==> config.mk <==
export PLATFORM = sky130hd
export DESIGN_NAME = scan_seq24
export DESIGN_NICKNAME = d
export VERILOG_FILES = /design/src/rtl/scan_seq24.sv
export SDC_FILE = /design/constraint.sdc
export NUM_CORES = 1
export LEC_CHECK = 0
export ABC_AREA = 1
export CAP_MARGIN = 0
export CORE_ASPECT_RATIO = 2
export CORE_MARGIN = 5
export CORE_UTILIZATION = 46
export CTS_CLUSTER_SIZE = 16
export DETAILED_ROUTE_END_ITERATION = 12
export PLACE_DENSITY = 0.69
export SLEW_MARGIN = 30
export SYNTH_ARGS = -nofsm -noshare
export SYNTH_HDL_FRONTEND = slang
export SYNTH_SLANG_ARGS = --single-unit
export TNS_END_PERCENT = 5
==> constraint.sdc <==
create_clock -name clk -period 3.45 [get_ports clk]
set_input_delay 0.345 -clock clk [delete_from_list [all_inputs] [get_ports clk]]
set_output_delay 0.345 -clock clk [all_outputs]
set_load 0.005 [all_outputs]
==> src/rtl/scan_seq24.sv <==
// Lane scan sequencer driving the 2-bit select of a 2-to-4 decoder.
// Optional SCAN_SEQ24_BLANK_EN inserts a one-cycle blank between consecutive lanes.
module scan_seq24 #(
  parameter int DWELL_W = 8
) (
  input  logic               clk,
  input  logic               rst_n,
  input  logic               start,
  input  logic               stop,
  input  logic               mode,
  input  logic [3:0]         mask,
  input  logic [DWELL_W-1:0] dwell,
  output logic [1:0]         sel,
  output logic               sel_valid,
  output logic               busy,
  output logic               done
);

`ifdef SCAN_SEQ24_BLANK_EN
  typedef enum logic [1:0] {IDLE, DWELL, BLANK} state_t;
`else
  typedef enum logic [1:0] {IDLE, DWELL} state_t;
`endif

  state_t             state;
  logic               mode_q;
  logic [3:0]         mask_q;
  logic [DWELL_W-1:0] dwell_q;
  logic [DWELL_W-1:0] cnt;

  // {found, index} of the lowest set bit
  function automatic logic [2:0] lowest(input logic [3:0] m);
    lowest = 3'b000;
    for (int i = 3; i >= 0; i--)
      if (m[i]) lowest = {1'b1, 2'(i)};
  endfunction

  // {found, index} of the lowest set bit strictly above cur
  function automatic logic [2:0] next_up(input logic [3:0] m, input logic [1:0] cur);
    next_up = 3'b000;
    for (int i = 3; i >= 0; i--)
      if (m[i] && (i > int'(cur))) next_up = {1'b1, 2'(i)};
  endfunction

  logic [2:0] lo_start, lo_q, nxt_hi;
  assign lo_start = lowest(mask);
  assign lo_q     = lowest(mask_q);
  assign nxt_hi   = next_up(mask_q, sel);

  always_ff @(posedge clk or negedge rst_n) begin
    if (!rst_n) begin
      state     <= IDLE;
      sel       <= 2'b00;
      sel_valid <= 1'b0;
      busy      <= 1'b0;
      done      <= 1'b0;
      mode_q    <= 1'b0;
      mask_q    <= 4'b0000;
      dwell_q   <= '0;
      cnt       <= '0;
    end else begin
      done <= 1'b0;
      case (state)
        IDLE: begin
          if (start && !stop && (mask != 4'b0000)) begin
            mode_q    <= mode;
            mask_q    <= mask;
            dwell_q   <= dwell;
            sel       <= lo_start[1:0];
            cnt       <= dwell;
            sel_valid <= 1'b1;
            busy      <= 1'b1;
            state     <= DWELL;
          end
        end
        DWELL: begin
          if (stop) begin
            state     <= IDLE;
            sel       <= 2'b00;
            sel_valid <= 1'b0;
            busy      <= 1'b0;
          end else if (cnt != '0) begin
            cnt <= cnt - DWELL_W'(1);
          end else if (nxt_hi[2] || mode_q) begin
            // wrap to the lowest lane only when no higher lane remains
            sel <= nxt_hi[2] ? nxt_hi[1:0] : lo_q[1:0];
            cnt <= dwell_q;
`ifdef SCAN_SEQ24_BLANK_EN
            sel_valid <= 1'b0;
            state     <= BLANK;
`endif
          end else begin
            state     <= IDLE;
            sel       <= 2'b00;
            sel_valid <= 1'b0;
            busy      <= 1'b0;
            done      <= 1'b1;
          end
        end
`ifdef SCAN_SEQ24_BLANK_EN
        BLANK: begin
          if (stop) begin
            state     <= IDLE;
            sel       <= 2'b00;
            sel_valid <= 1'b0;
            busy      <= 1'b0;
          end else begin
            sel_valid <= 1'b1;
            state     <= DWELL;
          end
        end
`endif
        default: begin
          state     <= IDLE;
          sel       <= 2'b00;
          sel_valid <= 1'b0;
          busy      <= 1'b0;
        end
      endcase
    end
  end

endmodule

======== Word-level counts from Yosys, hierarchy flattened ========
Cells that the tools add are included.
word-level totals
  bits in registers ....................... 27
  output and inout port bits .............. 5
  input port bits ......................... 17
operators by class
  equality and inequality tests ........... 6
  reductions and logical operators ........ 15
  muxes and demuxes ....................... 36
  magnitude comparators ................... 3
  add/subtract/negate cells ............... 1
operators by type and width
  operator                                                      number
  2-to-1 mux 2 bit                                              17
  2-to-1 mux 8 bit                                              4
  case mux 8 bit (2 select lines)                               1
  2-to-1 mux 3 bit                                              3
  inequality test 3 bit, second input constant                  3
  2-to-1 mux 1 bit                                              8
  case mux 2 bit (2 select lines)                               2
  nonzero test 8 bit                                            1
  subtractor 8 x 1 -> 8 bit, second input constant              1
  logical AND 1 bit                                             5
  greater-than comparator 2 bit, first input constant           2
  inequality test 2 bit, second input constant                  2
  AND reduction 2 bit                                           2
  AND reduction 4 bit                                           1
  nonzero test 4 bit                                            1
  AND reduction 3 bit                                           1
  == test 2 x 1 -> 1 bit, second input constant                 1
  greater-than comparator 1 x 2 -> 1 bit, first input constant  1
  zero test 2 bit                                               1
  case mux 1 bit (2 select lines)                               1
  nonzero test 2 bit                                            1
  zero test 1 bit                                               1
  logical OR 1 bit                                              1

======== Longest topological paths before layout ========
Gate-level depths: netlist of the first run.
  depth after elaboration ................. 10
  gate-level depth with buffers ........... 11
  gate-level depth less buffers ........... 11

======== Worst setup path before layout of the first run ========
Ideal clock, no wire load.
  path kind ............................... reg-to-reg
  start ................................... reg cnt[0]
  end ..................................... reg sel[0]
  data arrival time ....................... 1358 ps
  cell stages (with the launch flop) ...... 10
  setup slack ............................. 1974 ps
  period minus slack after synthesis ...... 1476 ps
  cells stage by stage .................... dfrtp_1 -> inv_1 -> ha_1 -> nand3_1 -> nor2_8 -> nand2_4 -> nand3_1 -> nand2_1 -> nor2_1 -> nor2_1
between the ends
  word-level cells in the longest chain between the ends .. 3
ends and longest elaborated chain
  item                             RTL line  source
  start: declaration               29        logic [DWELL_W-1:0] cnt;
  start signal: assignment         70        cnt <= dwell;
  start signal: assignment         83        cnt <= cnt - DWELL_W'(1);
  start signal: assignment         87        cnt <= dwell_q;
  nonzero test 8 bit               82        end else if (cnt != '0) begin
  inequality test 3 bit (no line)  n/a
  AND reduction 2 bit (no line)    n/a
  end signal: assignment           69        sel <= lo_start[1:0];
  end signal: assignment           86        sel <= nxt_hi[2] ? nxt_hi[1:0] : lo_q[1:0];
  end: declaration                 13        output logic [1:0] sel,
No other way between the ends.
A chain may end at the register's enable or synchronous reset.

==> out/results.tsv, run 1 <==
stage	metric	value	unit
synth	synth.cell_area	1570	µm²
critical_path	required	3.62	ns
critical_path	critical_path.startpoint	busy$_DFFE_PN0P_	
synth	synth_top_family_by_area	simple AND/OR/NAND/NOR gates	
power	clkPwrFrac	19.5	%
critical_path	r2r_cells	7	
grt	track_usage	16.1	%
synth	synth_area_leader_cell	dfrtp_1	
critical_path	reg2reg_to	cnt[0]$_DFFE_PN0P_	
timing	post-route-period-util	58.1	%
power	p_sw	0.339	mW
critical_path	rrSetupSlack	1.44	ns
clock_network	cts.sinks	25	
hold_path	hold_class	input port to asynchronous set/reset pin	
synth	netlist.area_leader.share	39.8	%
timing	rsz0062_at_grt	no	
status	outcome	finished clean	
grt	antenna_found_initial	0	
place	gp_congestion	0.784	
power	powerDensity	492	nW/µm²
timing	worstMarginPinSlew	0.499	ns
detailed_routing	drt_iter0_markers	13	
layout	layout_common_cells	78 x nand2_1, 32 x nor2_1, 25 x dfrtp_1	
synth	synthAdderAreaFrac	1.59	%
power	p_sw_share	37.7	%
critical_path	end_kind	flip-flop	
detailed_routing	totalWireLength	3330	µm
synth	yosysWarnings	0	
grt	grt_max_degree	26	
layout	n_fill_cell	331	
clock_network	htreeDepth	1	
floorplanning	core-area	3340	µm²
clock_network	hold_buffers	0	
place	postPlaceCellArea	1780	µm²
synth	synth_mux_area_share	2.86	%
detailed_routing	avgRoutedWirePerCell	12.3	µm
synth	syn_inst	218	
synth	yosys.area_share.simple	40.2	%
place	hpwl	2630	µm
layout	final_common_cell	nand2_1	
run	maxCapViolCount	0	
detailed_routing	dr.pass1.iters	4	
detailed_routing	vias	1333	
power	combPwrFrac	35.6	%
floorplanning	die-area	4760	µm²
floorplanning	row_count	30	
synth	yosysSeqAreaShare	39.8	%
power	intPower	0.561	mW
clock_network	root_buffer	clkbuf_8	
floorplanning	die_h	92.7	µm
floorplanning	die_x	51.3	µm
synth	synth.ff_latch_count	25	
detailed_routing	via_per_inst	4.94	
clock_network	cts_tree	yes	
critical_path	rr_startpoint	busy$_DFFE_PN0P_	
timing	maxSlewHeadroom	66.5	%
floorplanning	start_util	47.1	%
timing	whs	0.423	ns
layout	nets	258	
power	vdd_ir_drop_max	0.291	mV
clock_network	clk_path_buf_depth	2	
critical_path	cp.arrival	2.17	ns
timing	clock_skew	0.00491	ns
place	port_buffers	21	
synth	yosys-top-cells-area	dfrtp_1 40%, nand2_1 19%, nor2_1 7.6%, inv_1 5.3%, nand3_1 4.8%	
timing	hold_violations	0	
power	finalPower	0.899	mW
layout	area_delta_synth_final	16.2	%
timing	finalCriticalPeriod	2.01	ns
layout	n_antenna_cell	0	
clock_network	path_clk_slew	0.09	ns
grt	grt.overflow.total	0	
power	p_leak	0.998	nW
synth	synth_nets	237	
synth	yosys.area_share.xor_xnor	0	%
detailed_routing	ant_nets	0	
clock_network	ctsResizeCount	0	
synth	synth_compound_area_share	6.44	%
clock_network	cts_buffers	3	
grt	grt_pass1_wl	5760	µm
grt	grt_pass1_vias	1349	
layout	stdcell_area	1830	µm²
synth	synth.avg_cell_area	7.21	µm²
power	seqPwrFrac	44.9	%
layout	layout-drive-gt1-share	8.82	%
timing	tns	0	ns
timing	max_freq	499	MHz
clock_network	postCtsSetupRepairBufs	0	
critical_path	cp_max_fo	17	
floorplanning	pin_count	22	
critical_path	worstSetupStartpointType	flip-flop	
synth	ys_types	22	
timing	setup-violations-final	0	
detailed_routing	drc	0	
clock_network	clock_latency	0.27	ns
timing	drv_slew	0	
critical_path	setup.worst_path.class	flip-flop to flip-flop	
## per-stage QoR
step / cells / setup slack (ns) / utilization [%]
2_1_floorplan: 218 / 1.97 / -
3_3_place_gp: 266 / 1.34 / 53.3
3_5_place_dp: 266 / 1.31 / 53.3
4_1_cts: 270 / 1.40 / 54.7
5_1_grt: 270 / 1.22 / 54.7
6_report: 270 / 1.44 / 54.7
## state kept, by name, indices dropped and copies added (netlist names)
| register | count |
|---|---|
| busy | 1 |
| cnt | 8 |
| done | 1 |
| dwell_q | 8 |
| mask_q | 4 |
| mode_q | 1 |
| sel | 2 |
## synthesized netlist by cell type
library cell   n
nor2_2         1
mux2_2         4
nand2_1       78
nor2_8         3
buf_4          1
nor3b_4        1
a31oi_1        1
o21ai_1        2
nand2_2        3
inv_1         22
dfrtp_1       25
buf_6          3
inv_6          1
nand2_4        3
ha_1           2
clkbuf_1       2
nor2_1        32
clkinv_1       1
a21oi_1        6
nand3_1       15
o21ai_0       11
nand4_1        1
## power groups by stage
stage	logic [mW]	clock network, mW	registers (mW)
floorplan	0.242	0	0.394
global placement	0.321	0	0.409
detailed placement	0.323	0	0.409
CTS	0.326	0.178	0.404
global route	0.369	0.186	0.413
finish	0.320	0.175	0.404
## routing by layer
metal  vias to the layer above  part of all wire [%]  track usage [%]
met5                         -                     0                0
met2                        13                    58             32.5
met3                         5                   1.8             1.45
met4                         0                   2.0             6.56
met1                       606                    39             15.4
li1                        709                     -                -
## final cells by class
class / instances / area (µm²) / share of cell area, %
timing repair buffer: 22 / 218 / 11.9
tap: 32 / 40.0 / 2.19
clock inverter: 1 / 5.00 / 0.274
multi-input combinational: 163 / 803 / 43.9
sequential: 25 / 626 / 34.2
clock buffer: 3 / 41.3 / 2.26
inverter: 24 / 95.1 / 5.20
## how the worst max path moves through the flow
stage / to / slack (ns) / cells after the start
finish: cnt[0]$_DFFE_PN0P_ / 1.44 / 7
global placement: cnt[4]$_DFFE_PN0P_ / 1.34 / 9
floorplan: sel[0]$_DFFE_PN0P_ / 1.97 / 9
CTS: cnt[0]$_DFFE_PN0P_ / 1.40 / 7
detailed placement: cnt[5]$_DFFE_PN0P_ / 1.31 / 9
global route: cnt[0]$_DFFE_PN0P_ / 1.22 / 7
## critical path: stages (launching register included)
cell and delay [ns]:
dfrtp_1 0.65, clkinv_1 0.55, nand2_2 0.24, nand2_4 0.08, nor2_8 0.20, inv_6 0.06, nand2_1 0.06, nand2_1 0.05
## logic make-up after synthesis
family / after synthesis
AND/OR/NAND/NOR: 137
buffers and inverters: 30
flip-flops: 25
AO/OA/AOI/OAI: 20
multiplexers: 4
adder cells (fa/ha/maj): 2
Note: power is estimated with default switching activity, not from simulation.
==> run 2, diff against run 1 <==
clock period = 1.9 ns   (was 3.45 ns; I/O delays follow)
==> out/results.tsv, run 2 (synthesis results as in run 1) <==
stage	metric	value	unit
layout	layout_common_cells	78 x nand2_1, 31 x nor2_1, 25 x dfrtp_1	
critical_path	crit_path_end	busy	
timing	worstMarginPinSlew	0.370	ns
grt	grt_pass1_vias	1483	
critical_path	rr_startpoint	cnt[0]$_DFFE_PN0P_	
clock_network	ctsResizeCount	0	
clock_network	postCtsSetupRepairBufs	0	
power	clkPwrFrac	18.7	%
critical_path	rrSetupSlack	0.20	ns
detailed_routing	vias	1432	
floorplanning	die_h	92.7	µm
timing	clock_skew	0.00679	ns
floorplanning	core-area	3340	µm²
power	seqPwrFrac	43.0	%
timing	drv_slew	0	
critical_path	cp_max_fo	6	
timing	finalCriticalPeriod	1.73	ns
power	powerDensity	900	nW/µm²
floorplanning	pin_count	22	
run	maxCapViolCount	0	
detailed_routing	avgRoutedWirePerCell	13.4	µm
layout	final_common_cell	nand2_1	
status	outcome	finished clean	
layout	n_fill_cell	314	
layout	multi_input_area	806	µm²
place	gp_congestion	0.786	
floorplanning	start_util	47.1	%
critical_path	crit_chain	buf_4, clkdlybuf4s50_1	
detailed_routing	wl_met1	1290	µm
clock_network	hold_buffers	0	
clock_network	clk_path_buf_depth	2	
layout	final-seq-area	626	µm²
place	hpwl	3080	µm
detailed_routing	totalWireLength	3740	µm
critical_path	worstSetupStartpointType	flip-flop	
critical_path	critical_path.startpoint	busy$_DFFE_PN0P_	
power	intPower	1.06	mW
power	combPwrFrac	38.3	%
timing	maxSlewHeadroom	75.2	%
clock_network	cts.sinks	25	
timing	rsz0062_at_grt	no	
layout	layout-drive-gt1-share	12.9	%
layout	area_delta_synth_final	21.2	%
grt	grt_max_degree	26	
critical_path	max_stage_delay	0.54	ns
timing	post-route-period-util	90.9	%
detailed_routing	drc	0	
grt	track_usage	17.9	%
clock_network	root_buffer	clkbuf_8	
place	port_buffers	21	
floorplanning	row_count	30	
layout	nets	268	
layout	top_regs	cnt (8), dwell_q (8), mask_q (4)	
floorplanning	die-area	4760	µm²
clock_network	htreeDepth	1	
critical_path	reg2reg_to	cnt[5]$_DFFE_PN0P_	
floorplanning	die_x	51.3	µm
place	postPlaceCellArea	1860	µm²
power	p_sw	0.657	mW
clock_network	clock_latency	0.27	ns
layout	stdcell_area	1910	µm²
critical_path	cp.arrival	1.54	ns
critical_path	r2r_cells	11	
hold_path	hold_class	input port to asynchronous set/reset pin	
layout	n_antenna_cell	0	
power	vdd_ir_drop_max	0.505	mV
critical_path	setup.worst_path.class	flip-flop to output pin	
detailed_routing	dr.pass1.iters	6	
grt	grt.overflow.total	0	
power	p_leak	1.04	nW
grt	antenna_found_initial	0	
detailed_routing	routed.top_layer	met4	
detailed_routing	routed-wl-met2	2270	µm
timing	tns	0	ns
critical_path	end_kind	output pin	
critical_path	cp_slowest_cell	dfrtp_1	
clock_network	cts_buffers	3	
detailed_routing	wl_met3	68	µm
detailed_routing	via_per_inst	5.11	
detailed_routing	ant_nets	0	
clock_network	path_clk_slew	0.09	ns
detailed_routing	drt_iter0_markers	28	
critical_path	required	1.71	ns
power	p_sw_share	38.3	%
timing	max_freq	579	MHz
grt	grt_pass1_wl	6400	µm
clock_network	cts_tree	yes	
timing	hold_violations	0	
timing	setup-violations-final	0	
run 2: cell count changes in the layout (fill, tap and decap cells not counted):
cell    previous run  this run
nor2_2             1         2
nor2_1            32        31
buf_4              1        11
run 2: critical path, delay by kind of cell, from the launching register on:
kind,cells,cell delay [ns]
flops,1,0.54
buf+inv,2,0.72
run 2: layout make-up:
cell class / count / share of cell area, %
clock buffer: 3 / 2.17
clock inverter: 1 / 0.263
inverter: 24 / 4.99
multi-input combinational: 163 / 42.3
sequential: 25 / 32.8
tap: 32 / 2.10
timing repair buffer: 32 / 15.4
run 2: power groups by stage:
stage,logic (mW),clock network (mW),registers [mW]
6_report,0.656,0.320,0.738
5_1_grt,0.746,0.339,0.754
4_1_cts,0.660,0.322,0.736
3_5_place_dp,0.656,0,0.746
3_3_place_gp,0.644,0,0.747
2_1_floorplan,0.440,0,0.716
run 2: worst min path at each step:
stage / slack (ns) / endpoint / startpoint
final: 0.28 / mask_q[0]$_DFFE_PN0P_ / rst_n
after detailed placement: 0.47 / dwell_q[0]$_DFFE_PN0P_ / dwell_q[0]$_DFFE_PN0P_
after CTS: 0.29 / dwell_q[7]$_DFFE_PN0P_ / rst_n
after global placement: 0.47 / dwell_q[0]$_DFFE_PN0P_ / dwell_q[0]$_DFFE_PN0P_
after global routing: 0.33 / mask_q[2]$_DFFE_PN0P_ / rst_n
after floorplan: -0.11 / busy$_DFFE_PN0P_ / rst_n
run 2: stage by stage:
step	util, %	power (mW)	setup slack (ns)	hold WS, ns	instances
final	57.0	1.71	0.174	0.278	280
after global routing	57.0	1.84	0.0877	0.327	280
after CTS	57.0	1.72	0.159	0.286	280
after detailed placement	55.6	1.40	0.0843	0.472	276
after global placement	55.6	1.39	0.129	0.470	276
after floorplan	-	1.16	0.424	-0.106	218
run 2: layer usage:
layer  track usage, %  up-vias
li1                 -      732
met1             17.1      662
met2             35.6       28
met3             1.45       10
met4             9.19        0
met5                0        -
==> run 3, diff against run 2 <==
==> constraint.sdc (replaced) <==
create_clock -name clk -period 1.9 [get_ports clk]
set_input_delay 0.19 -clock clk [delete_from_list [all_inputs] [get_ports clk]]
set_output_delay 0.19 -clock clk [all_outputs]
set_load 0.1 [all_outputs]
==> out/results.tsv, run 3 (synthesis results as in run 1) <==
stage	metric	value	unit
detailed_routing	ant_nets	0	
grt	track_usage	16.6	%
layout	area_delta_synth_final	21.1	%
grt	grt_max_degree	26	
detailed_routing	via_per_inst	5.05	
detailed_routing	drt_iter0_markers	30	
critical_path	crit_top_cell	nand2_1	
clock_network	ctsResizeCount	0	
clock_network	htreeDepth	1	
timing	setup_slack	0.267	ns
timing	maxSlewHeadroom	78.5	%
power	vdd_ir_drop_max	0.779	mV
power	seqPwrFrac	41.2	%
floorplanning	pin_count	22	
place	placed_cells	274	
timing	tns	0	ns
grt	grt_pass1_wl	5930	µm
clock_network	path_clk_slew	0.09	ns
critical_path	cp.arrival	1.80	ns
grt	grt.overflow.total	0	
detailed_routing	totalWireLength	3560	µm
layout	n_fill_cell	312	
floorplanning	die_h	92.7	µm
layout	layout_common_cells	78 x nand2_1, 32 x nor2_1, 22 x inv_1, 22 x dfrtp_1, 16 x clkdlybuf4s50_1	
layout	final_cells	278	
place	hpwl	2870	µm
critical_path	required	2.07	ns
layout	n_antenna_cell	0	
detailed_routing	vias	1404	
timing	max_freq	612	MHz
floorplanning	die_x	51.3	µm
power	combPwrFrac	41.2	%
floorplanning	row_count	30	
timing	finalCriticalPeriod	1.63	ns
status	outcome	finished clean	
detailed_routing	dr.pass1.iters	4	
place	place_ws	0.0903	ns
detailed_routing	drc	0	
timing	post-route-period-util	86.0	%
critical_path	end_kind	flip-flop	
timing	hold_violations	0	
layout	nets	266	
power	p_sw_share	41.1	%
layout	layout-drive-gt1-share	15.0	%
critical_path	worstSetupStartpointType	flip-flop	
power	clkPwrFrac	17.6	%
grt	antenna_found_initial	0	
clock_network	cts_buffers	3	
floorplanning	die-area	4760	µm²
timing	setup-violations-final	0	
run	maxCapViolCount	0	
power	p_sw	0.732	mW
place	gp_congestion	0.818	
detailed_routing	avgRoutedWirePerCell	12.8	µm
power	powerDensity	936	nW/µm²
timing	worstMarginPinSlew	0.321	ns
clock_network	cts_tree	yes	
clock_network	clock_latency	0.27	ns
critical_path	cp_max_fo	12	
clock_network	hold_buffers	0	
place	port_buffers	21	
power	intPower	1.05	mW
grt	grt_pass1_vias	1340	
clock_network	clk_path_buf_depth	2	
critical_path	crit_chain	inv_1, ha_1, nand3_1, inv_1, nand2_2, nor2_1, nor2_1, nand2_1, nand2_1, nand2_1, nand2_1	
critical_path	setup.worst_path.class	flip-flop to flip-flop	
power	p_leak	1.05	nW
clock_network	root_buffer	clkbuf_8	
critical_path	cp_slowest_cell	dfrtp_1	
clock_network	postCtsSetupRepairBufs	0	
layout	final_common_cell	nand2_1	
floorplanning	core-area	3340	µm²
timing	drv_slew	0	
layout	top_regs	cnt (8), dwell_q (8), mask_q (4)	
timing	rsz0062_at_grt	no	
timing	clock_skew	0.00320	ns
clock_network	cts.sinks	25	
critical_path	max_stage_delay	0.40	ns
timing	whs	0.269	ns
floorplanning	start_util	47.1	%
hold_path	hold_class	input port to asynchronous set/reset pin	
[run 3: changes by cell type in the layout (fill, tap and decap cells not counted), sizes merged]
cell | previous run | this run
buf | 11 | 14
clkdlybuf4s50 | 21 | 16
[run 3: worst paths after layout]
check / from / endpoint / slack, ns / depth (start not counted)
worst min-delay path: rst_n / dwell_q[5]$_DFFE_PN0P_ / 0.27 / 2
worst min register to register: dwell_q[0]$_DFFE_PN0P_ / dwell_q[0]$_DFFE_PN0P_ / 0.50 / 2
min in group clk: mode / mode_q$_DFFE_PN0P_ / 0.49 / 3
max in group asynchronous: rst_n / sel[1]$_DFFE_PN0P_ / 1.36 / 2
worst max register to register: cnt[0]$_DFFE_PN0P_ / cnt[6]$_DFFE_PN0P_ / 0.27 / 11
worst max-delay path: cnt[0]$_DFFE_PN0P_ / cnt[6]$_DFFE_PN0P_ / 0.27 / 11
[run 3: cell type report]
type                       count  area [µm²]  share of cell area (%)
inverter                      24        95.1                    4.99
clock inverter                 1        5.00                   0.263
tap                           32        40.0                    2.10
multi-input combinational    163         803                    42.2
timing repair buffer          30         290                    15.2
sequential                    25         629                    33.0
clock buffer                   3        41.3                    2.17
[run 3: power by group through the flow]
stage                     clock network [mW]  logic [mW]  registers (mW)
after floorplan                            0       0.452           0.809
after global placement                     0       0.731           0.742
after detailed placement                   0       0.740           0.745
after CTS                              0.326       0.744           0.735
after global routing                   0.344       0.823           0.749
final                                  0.314       0.734           0.734
[run 3: critical path: cells and delay by family, from the launching register on]
family                   cells  cell delay (ns)
AND/OR/NAND/NOR              8             0.74
buffers and inverters        2             0.24
adder cells (fa/ha/maj)      1             0.16
flip-flops                   1             0.40
[run 3: metal layers]
metal	up-vias	GRT usage, %	routed length [µm]
li1	727	-	-
met1	648	16.8	1300
met2	23	31.8	2110
met3	6	1.45	78
met4	0	8.75	72
met5	-	0	0
[run 3: per-stage QoR]
stage	instance area [µm²]	utilization, %	power [mW]
2_1_floorplan	1580	-	1.26
3_3_place_gp	1860	55.6	1.47
3_5_place_dp	1860	55.6	1.48
4_1_cts	1900	57.0	1.80
5_1_grt	1900	57.0	1.92
6_report	1900	57.0	1.78
